<file path="src/rtl/playfield_engine.sv">
// playfield_engine: CPU-programmable playfield renderer. Bus writes land in
// staging registers; the active set is refreshed from them at the start of
// every scanline (hpos == 0 strobe) so mid-line writes never tear the image.
// Output is 24-bit RGB expanded from RGB332, plus a scanline-compare IRQ.
//
// Bus semantics: a write is accepted in every cycle write_enable is high,
// independent of enable, with no wait states. A read happens in a cycle with
// enable && !write_enable; data_out carries the value on the following cycle
// and holds it until the next read.
module playfield_engine #(
   parameter int PF_BITS   = 22,
   parameter int PIX_SHIFT = 4,
   parameter int H_START   = 88,
   parameter int BORDER    = 8
) (
   input  logic       raw_clk,
   input  logic       reset,
   input  logic       pixel_enable,
   input  logic [9:0] hpos,
   input  logic [9:0] vpos,
   input  logic       in_image,
   input  logic       enable,
   input  logic       write_enable,
   input  logic [3:0] address,
   input  logic [7:0] data_in,
   output logic [7:0] data_out,
   output logic [7:0] red,
   output logic [7:0] green,
   output logic [7:0] blue,
   output logic       line_irq
);

   // Playfield width in pixels (both halves) and 11-bit geometry constants.
   localparam int          PF_W       = 2 * PF_BITS * (1 << PIX_SHIFT);
   localparam logic [10:0] H_START_11 = 11'(H_START);
   localparam logic [10:0] BORDER_11  = 11'(BORDER);
   localparam logic [10:0] PF_END_11  = 11'(BORDER + PF_W);
   localparam logic [10:0] PF_BITS_11 = 11'(PF_BITS);
   localparam logic [31:0] PF_MASK    = 32'((64'd1 << PF_BITS) - 64'd1);

   // Staged (CPU-visible) registers.
   logic [31:0] pf_stage_q, pf_stage_d;
   logic [7:0]  fg_stage_q, fg_stage_d;
   logic [7:0]  bg_stage_q, bg_stage_d;
   logic [7:0]  border_stage_q, border_stage_d;
   logic [2:0]  ctrl_stage_q, ctrl_stage_d;
   logic [9:0]  cmp_q, cmp_d;

   // Active registers used by the renderer for the current line.
   logic [31:0] pf_act_q, pf_act_d;
   logic [7:0]  fg_act_q, fg_act_d;
   logic [7:0]  bg_act_q, bg_act_d;
   logic [7:0]  border_act_q, border_act_d;
   logic        mirror_act_q, mirror_act_d;
   logic        pfen_act_q, pfen_act_d;

   logic        line_hit_q, line_hit_d;
   logic [7:0]  data_out_q, data_out_d;
   logic [23:0] rgb_q, rgb_d;

   logic        rd_en;
   logic        line_start;
   logic [7:0]  rd_data;

   // Pixel pipeline intermediates.
   logic [10:0] x;
   logic [10:0] rel;
   logic [10:0] idx;
   logic [10:0] j;
   logic [10:0] bit_sel;
   logic        pix_on;
   logic [23:0] rgb_pix;

   assign rd_en      = enable && !write_enable;
   assign line_start = pixel_enable && (hpos == 10'd0);

   function automatic logic [23:0] expand332(input logic [7:0] c);
      return {c[7:5], c[7:5], c[7:6],
              c[4:2], c[4:2], c[4:3],
              c[1:0], c[1:0], c[1:0], c[1:0]};
   endfunction

   // Staged register writes, line-start latch of the active set, line_hit.
   always_comb begin
      pf_stage_d     = pf_stage_q;
      fg_stage_d     = fg_stage_q;
      bg_stage_d     = bg_stage_q;
      border_stage_d = border_stage_q;
      ctrl_stage_d   = ctrl_stage_q;
      cmp_d          = cmp_q;
      if (write_enable) begin
         case (address)
            4'h0:    pf_stage_d[7:0]   = data_in;
            4'h1:    pf_stage_d[15:8]  = data_in;
            4'h2:    pf_stage_d[23:16] = data_in;
            4'h3:    pf_stage_d[31:24] = data_in;
            4'h4:    fg_stage_d        = data_in;
            4'h5:    bg_stage_d        = data_in;
            4'h6:    border_stage_d    = data_in;
            4'h7:    ctrl_stage_d      = data_in[2:0];
            4'h8:    cmp_d[7:0]        = data_in;
            4'h9:    cmp_d[9:8]        = data_in[1:0];
            default: ;
         endcase
      end
      // Bits beyond the playfield width are never stored.
      pf_stage_d = pf_stage_d & PF_MASK;

      // The latch copies the _q values, so a same-cycle write lands next line.
      pf_act_d     = pf_act_q;
      fg_act_d     = fg_act_q;
      bg_act_d     = bg_act_q;
      border_act_d = border_act_q;
      mirror_act_d = mirror_act_q;
      pfen_act_d   = pfen_act_q;
      if (line_start) begin
         pf_act_d     = pf_stage_q;
         fg_act_d     = fg_stage_q;
         bg_act_d     = bg_stage_q;
         border_act_d = border_stage_q;
         mirror_act_d = ctrl_stage_q[0];
         pfen_act_d   = ctrl_stage_q[1];
      end

      // A set in the same cycle as a status-read clear wins.
      line_hit_d = line_hit_q;
      if (rd_en && (address == 4'hA)) line_hit_d = 1'b0;
      if (line_start && (vpos == cmp_q)) line_hit_d = 1'b1;
   end

   // Read mux; data_out only changes on a read cycle.
   always_comb begin
      rd_data = 8'h00;
      case (address)
         4'h0:    rd_data = pf_stage_q[7:0];
         4'h1:    rd_data = pf_stage_q[15:8];
         4'h2:    rd_data = pf_stage_q[23:16];
         4'h3:    rd_data = pf_stage_q[31:24];
         4'h4:    rd_data = fg_stage_q;
         4'h5:    rd_data = bg_stage_q;
         4'h6:    rd_data = border_stage_q;
         4'h7:    rd_data = {5'b0, ctrl_stage_q};
         4'h8:    rd_data = cmp_q[7:0];
         4'h9:    rd_data = {6'b0, cmp_q[9:8]};
         4'hA:    rd_data = {6'b0, in_image, line_hit_q};
         4'hB:    rd_data = vpos[7:0];
         default: rd_data = 8'h00;
      endcase
      data_out_d = rd_en ? rd_data : data_out_q;
   end

   // Pixel geometry: black outside the image, border, then playfield bits.
   always_comb begin
      x   = {1'b0, hpos} - H_START_11;
      rel = x - BORDER_11;
      idx = rel >> PIX_SHIFT;
      j   = idx - PF_BITS_11;
      if (idx < PF_BITS_11) begin
         bit_sel = PF_BITS_11 - 11'd1 - idx;
      end else if (mirror_act_q) begin
         bit_sel = j;
      end else begin
         bit_sel = PF_BITS_11 - 11'd1 - j;
      end
      pix_on = |(pf_act_q & (32'd1 << bit_sel));

      if (!in_image || ({1'b0, hpos} < H_START_11)) begin
         rgb_pix = 24'h000000;
      end else if ((x < BORDER_11) || (x >= PF_END_11)) begin
         rgb_pix = expand332(border_act_q);
      end else if (pfen_act_q && pix_on) begin
         rgb_pix = expand332(fg_act_q);
      end else begin
         rgb_pix = expand332(bg_act_q);
      end

      rgb_d = pixel_enable ? rgb_pix : rgb_q;
   end

   // State registers with synchronous active-high reset.
   always_ff @(posedge raw_clk) begin
      if (reset) begin
         pf_stage_q     <= '0;
         fg_stage_q     <= '0;
         bg_stage_q     <= '0;
         border_stage_q <= '0;
         ctrl_stage_q   <= '0;
         cmp_q          <= '0;
         pf_act_q       <= '0;
         fg_act_q       <= '0;
         bg_act_q       <= '0;
         border_act_q   <= '0;
         mirror_act_q   <= 1'b0;
         pfen_act_q     <= 1'b0;
         line_hit_q     <= 1'b0;
         data_out_q     <= '0;
         rgb_q          <= '0;
      end else begin
         pf_stage_q     <= pf_stage_d;
         fg_stage_q     <= fg_stage_d;
         bg_stage_q     <= bg_stage_d;
         border_stage_q <= border_stage_d;
         ctrl_stage_q   <= ctrl_stage_d;
         cmp_q          <= cmp_d;
         pf_act_q       <= pf_act_d;
         fg_act_q       <= fg_act_d;
         bg_act_q       <= bg_act_d;
         border_act_q   <= border_act_d;
         mirror_act_q   <= mirror_act_d;
         pfen_act_q     <= pfen_act_d;
         line_hit_q     <= line_hit_d;
         data_out_q     <= data_out_d;
         rgb_q          <= rgb_d;
      end
   end

   assign data_out = data_out_q;
   assign red      = rgb_q[23:16];
   assign green    = rgb_q[15:8];
   assign blue     = rgb_q[7:0];
   // irq_enable acts immediately from the staged ctrl register.
   assign line_irq = line_hit_q & ctrl_stage_q[2];

endmodule

</file>
<file path="config.mk">
export PLATFORM = sky130hd
export DESIGN_NAME = playfield_engine
export DESIGN_NICKNAME = d
export VERILOG_FILES = /design/src/rtl/playfield_engine.sv
export SDC_FILE = /design/constraint.sdc
export NUM_CORES = 1
export LEC_CHECK = 0
export CORE_MARGIN = 5
export CORE_UTILIZATION = 55
export DETAILED_ROUTE_END_ITERATION = 16
export PLACE_DENSITY = 0.77
export SYNTH_ARGS = -nofsm -noshare
export SYNTH_HDL_FRONTEND = slang
export SYNTH_SLANG_ARGS = --single-unit
</file>
<file path="constraint.sdc">
create_clock -name raw_clk -period 6.55 [get_ports raw_clk]
set_clock_uncertainty 0.05 [all_clocks]
set_input_delay 1.965 -clock raw_clk [delete_from_list [all_inputs] [get_ports raw_clk]]
set_output_delay 1.965 -clock raw_clk [all_outputs]
set_load 0.01 [all_outputs]
</file>
==> impl_results.md <==
* HPWL after DPL at about 14 mm
* Worst reg-to-reg setup slack at 3.32 ns
* Internal power at 1.417 mW
* WP data arrival at 6.34 ns
* PwrDens at between 200 and 250 nW/um2
* Sw power at 0.5443 mW
* Logic pwr share at 0.164
* Yosys reg bits at 124
* Post-cts gate resize count at 0
* DIE HEIGHT at ~120 um
* Sequential Power Share at 0.390
* Max Cap Viol at 0
* Seq/Total Area, Yosys at 0.3415
* Reg2Reg Launch Point: mirror_act_q
* Layout area overhead at 18.00%
* Final wirelength at roughly 20 mm
* Worst-margin pin slew at 1.065 ns
* Post-CTS setup buffer count at 0
* Floorplan row count at 42
* Synth area leaders: dfxtp_1 (34%), mux2i_1 (11%), nand2_1 (7.4%)
* H-tree lvl count at 4
* CTS root buf: clkbuf_16
* Max Used Layer: met4
* Post-Layout Cell Count at 1113
* Worst Setup SP: hpos[5]
* Total power at 1.962 mW
* DRT Pass-1 Iters at 6
* Pleak at 3.190 nW
* Largest area contributor in the netlist: dfxtp_1
* Sw Share at 0.2775
* Tcrit/Tclk final at 0.9254
* Die area at 15620 um2
* PortBufs at 70
* Top-area cell type share of the netlist area at 0.3415
* Reg clk slew, reported paths at 0.06 ns
* Top Ports at 71
* CTS tree: done
* Wire length of the first global-routing pass at 33.08 mm
* Setup_tns at 0 ns
* Max clock buf depth at 2
* EDFF count, synth at 0
* Worst Setup EP: rgb_q[21]
* Layout Utilization at 0.6556
* Relative slew slack at 0.2903
* Later-pin clock latency in the skew report at 0.41 ns
* Status: finished clean
* Dpl cells at about 1100
* Max-slew violations at 0
* Setup CP Type: input port to flop
* TritonCTS Buffers at 17
* Congestion Overflow GR at 0
* Post-Synthesis Net Count at 930
* R2R cell count at 9
* Routed met1 length at ~9.0 mm
* Worst min-delay path category: flop to flop
* DRC violations left at 0
* Synth Instances at roughly 890
* RSZ-0062 raised after global routing: false
* Nets@finish at 969
* Via-per-instance ratio at 5.986
* WL met2 at 8.954 mm
* Final hold vios at 0
* Initial antenna violation count at 0
* Largest net degree at the start of global routing at ~110
* Hold-fix buffers, CTS at 0
* # diodes at 0
* Starting Density at 0.5556
* Async set-reset flop share out of synthesis at 0
* Cell area after synthesis at 7269 um2
* Share of cells above drive strength 1 at 0.09392
* Die width at 125.0 um
* Min-delay src: border_act_q[5]
* CP max FO at 9
* Syn_area_per_cell at 8.214 um2
* Syn. warnings at 0
* Fmax at between 150 and 200 MHz
* Antenna Nets Post-Route at 0
* Peak VDD IR at about 160 uV
* Final Setup Violations at 0
* Metal3 WL at 1.463 mm
* RD Place Congestion at 0.9885
* Drt wl/cell at 17.92 um
* R2r endpoint: rgb_q[7]
* Via Count at 6662
* Vias in the first global route at around 6500
* Min cycle time layout at 6.061 ns
* CP Launch Type: input port
* WP data required at about 7 ns
* GRT Overall Usage at 0.2551
* Top_reg_cell synth: dfxtp_1
* Post-synth cell types at 79
* # fillers at 1102
* # clock sinks at 124
* Core Box Area at 13090 um2
* Worst Setup End Kind: flop
* Clk network pwr share at 0.446
* DR iter-0 viols at 728
-- power groups by stage --
stage	registers, mW	clock network [mW]	logic (mW)
3_3_place_gp	0.780	0	0.313
2_1_floorplan	0.779	0	0.219
4_1_cts	0.764	0.884	0.317
3_5_place_dp	0.780	0	0.314
6_report	0.764	0.875	0.323
5_1_grt	0.765	0.923	0.348
-- worst max-delay path: stages --
cell,delay (ns)
clkdlybuf4s50_1,0.66
inv_1,0.08
ha_1,0.25
a21oi_4,0.19
xnor2_2,0.09
xnor2_1,0.31
ha_1,0.30
nand3b_1,0.10
a31oi_1,0.32
nand2_1,0.16
a211oi_1,0.40
o21ai_1,0.19
and2_1,0.19
o211ai_1,0.20
a31oi_1,0.18
a221oi_4,0.29
buf_4,0.24
mux2i_1,0.21
-- final cells by class --
cell class | count | area (um2) | share of cell area
timing repair buffer | 97 | 900.9 | 0.1050
inverter | 11 | 41.29 | 0.004813
tap | 176 | 220.2 | 0.02567
sequential | 124 | 2482 | 0.2894
multi-input combinational | 673 | 4370 | 0.5095
clock buffer | 19 | 442.9 | 0.05163
clock inverter | 13 | 120.1 | 0.01400
-- cell usage after synthesis (5+ instances only) --
cell and count:
a21oi_1 82, o22ai_1 6, a31oi_1 7, mux2i_1 79
and3_1 6, a41oi_1 9, inv_1 11, o211ai_1 5
nor2_1 98, a22o_1 9, a21o_1 5, nand3_1 15
mux2_2 6, clkbuf_1 49, nor3_1 7, nand4_1 5
o21a_1 10, dfxtp_1 124, nor2b_1 6, and2_1 9
ha_1 7, buf_4 20, a22oi_1 15, a211oi_1 11
a32oi_1 5, xnor2_1 14, nand2b_1 6, xor2_1 12
nand2_1 143, o21ai_0 25
-- kinds of logic (layout without fill, tap and decap cells) --
group	count (synthesis)	after routing	share of synthesized area
XOR/XNOR	29	29	0.03976
AO/OA/AOI/OAI	230	230	0.2229
adder cells (fa/ha/maj)	7	7	0.01205
AND/OR/NAND/NOR	318	318	0.1960
buffers and inverters	88	140	0.05731
multiplexers	89	89	0.1305
flip-flops	124	124	0.3415
-- worst min-delay path by stage --
stage	to	depth (start not counted)
finish	border_act_q[5]	2
global route	pf_act_q[21]	2
CTS	border_act_q[5]	2
detailed placement	border_act_q[5]	2
global placement	border_act_q[5]	2
floorplan	pf_act_q[7]	2
-- metal layers --
metal	global-route usage	vias up
met4	0.09311	0
met1	0.3574	3093
met2	0.3913	307
met5	0	-
met3	0.05117	38
li1	-	3224
-- flip-flops by register name, indices dropped and copies added (netlist names) --
| register | flops |
|---|---|
| pf_act_q | 22 |
| ctrl_stage_q | 3 |
| border_act_q | 8 |
| pf_stage_q | 22 |
| cmp_q | 10 |
| pfen_act_q | 1 |
| fg_stage_q | 8 |
| fg_act_q | 8 |
| mirror_act_q | 1 |
| bg_stage_q | 8 |
| line_hit_q | 1 |
| bg_act_q | 8 |
| rgb_q | 8 |
| border_stage_q | 8 |
| data_out | 8 |
-- cell usage in the layout, fill, tap and decap left out, types with 9 or more instances in the layout --
cell type | netlist | layout
nand2_1 | 143 | 143
o21a_1 | 10 | 10
a41oi_1 | 9 | 9
inv_1 | 11 | 11
a211oi_1 | 11 | 11
o21ai_0 | 25 | 25
and2_1 | 9 | 9
a21oi_1 | 82 | 82
mux2i_1 | 79 | 79
nand3_1 | 15 | 15
nor2_1 | 98 | 98
dfxtp_1 | 124 | 124
clkbuf_16 | 0 | 17
buf_4 | 20 | 28
a22oi_1 | 15 | 15
clkdlybuf4s50_1 | 0 | 69
a22o_1 | 9 | 9
xnor2_1 | 14 | 14
xor2_1 | 12 | 12
-- through the flow --
stage	setup WS [ns]	area, um2	hold WS, ns
floorplan	0.6123	7269	0.3764
global placement	0.3193	8015	0.3893
detailed placement	0.1676	8015	0.3929
CTS	0.5606	8578	0.4009
global route	0.2331	8578	0.4264
finish	0.4886	8578	0.4004
Power figures use the tool's default switching activity.
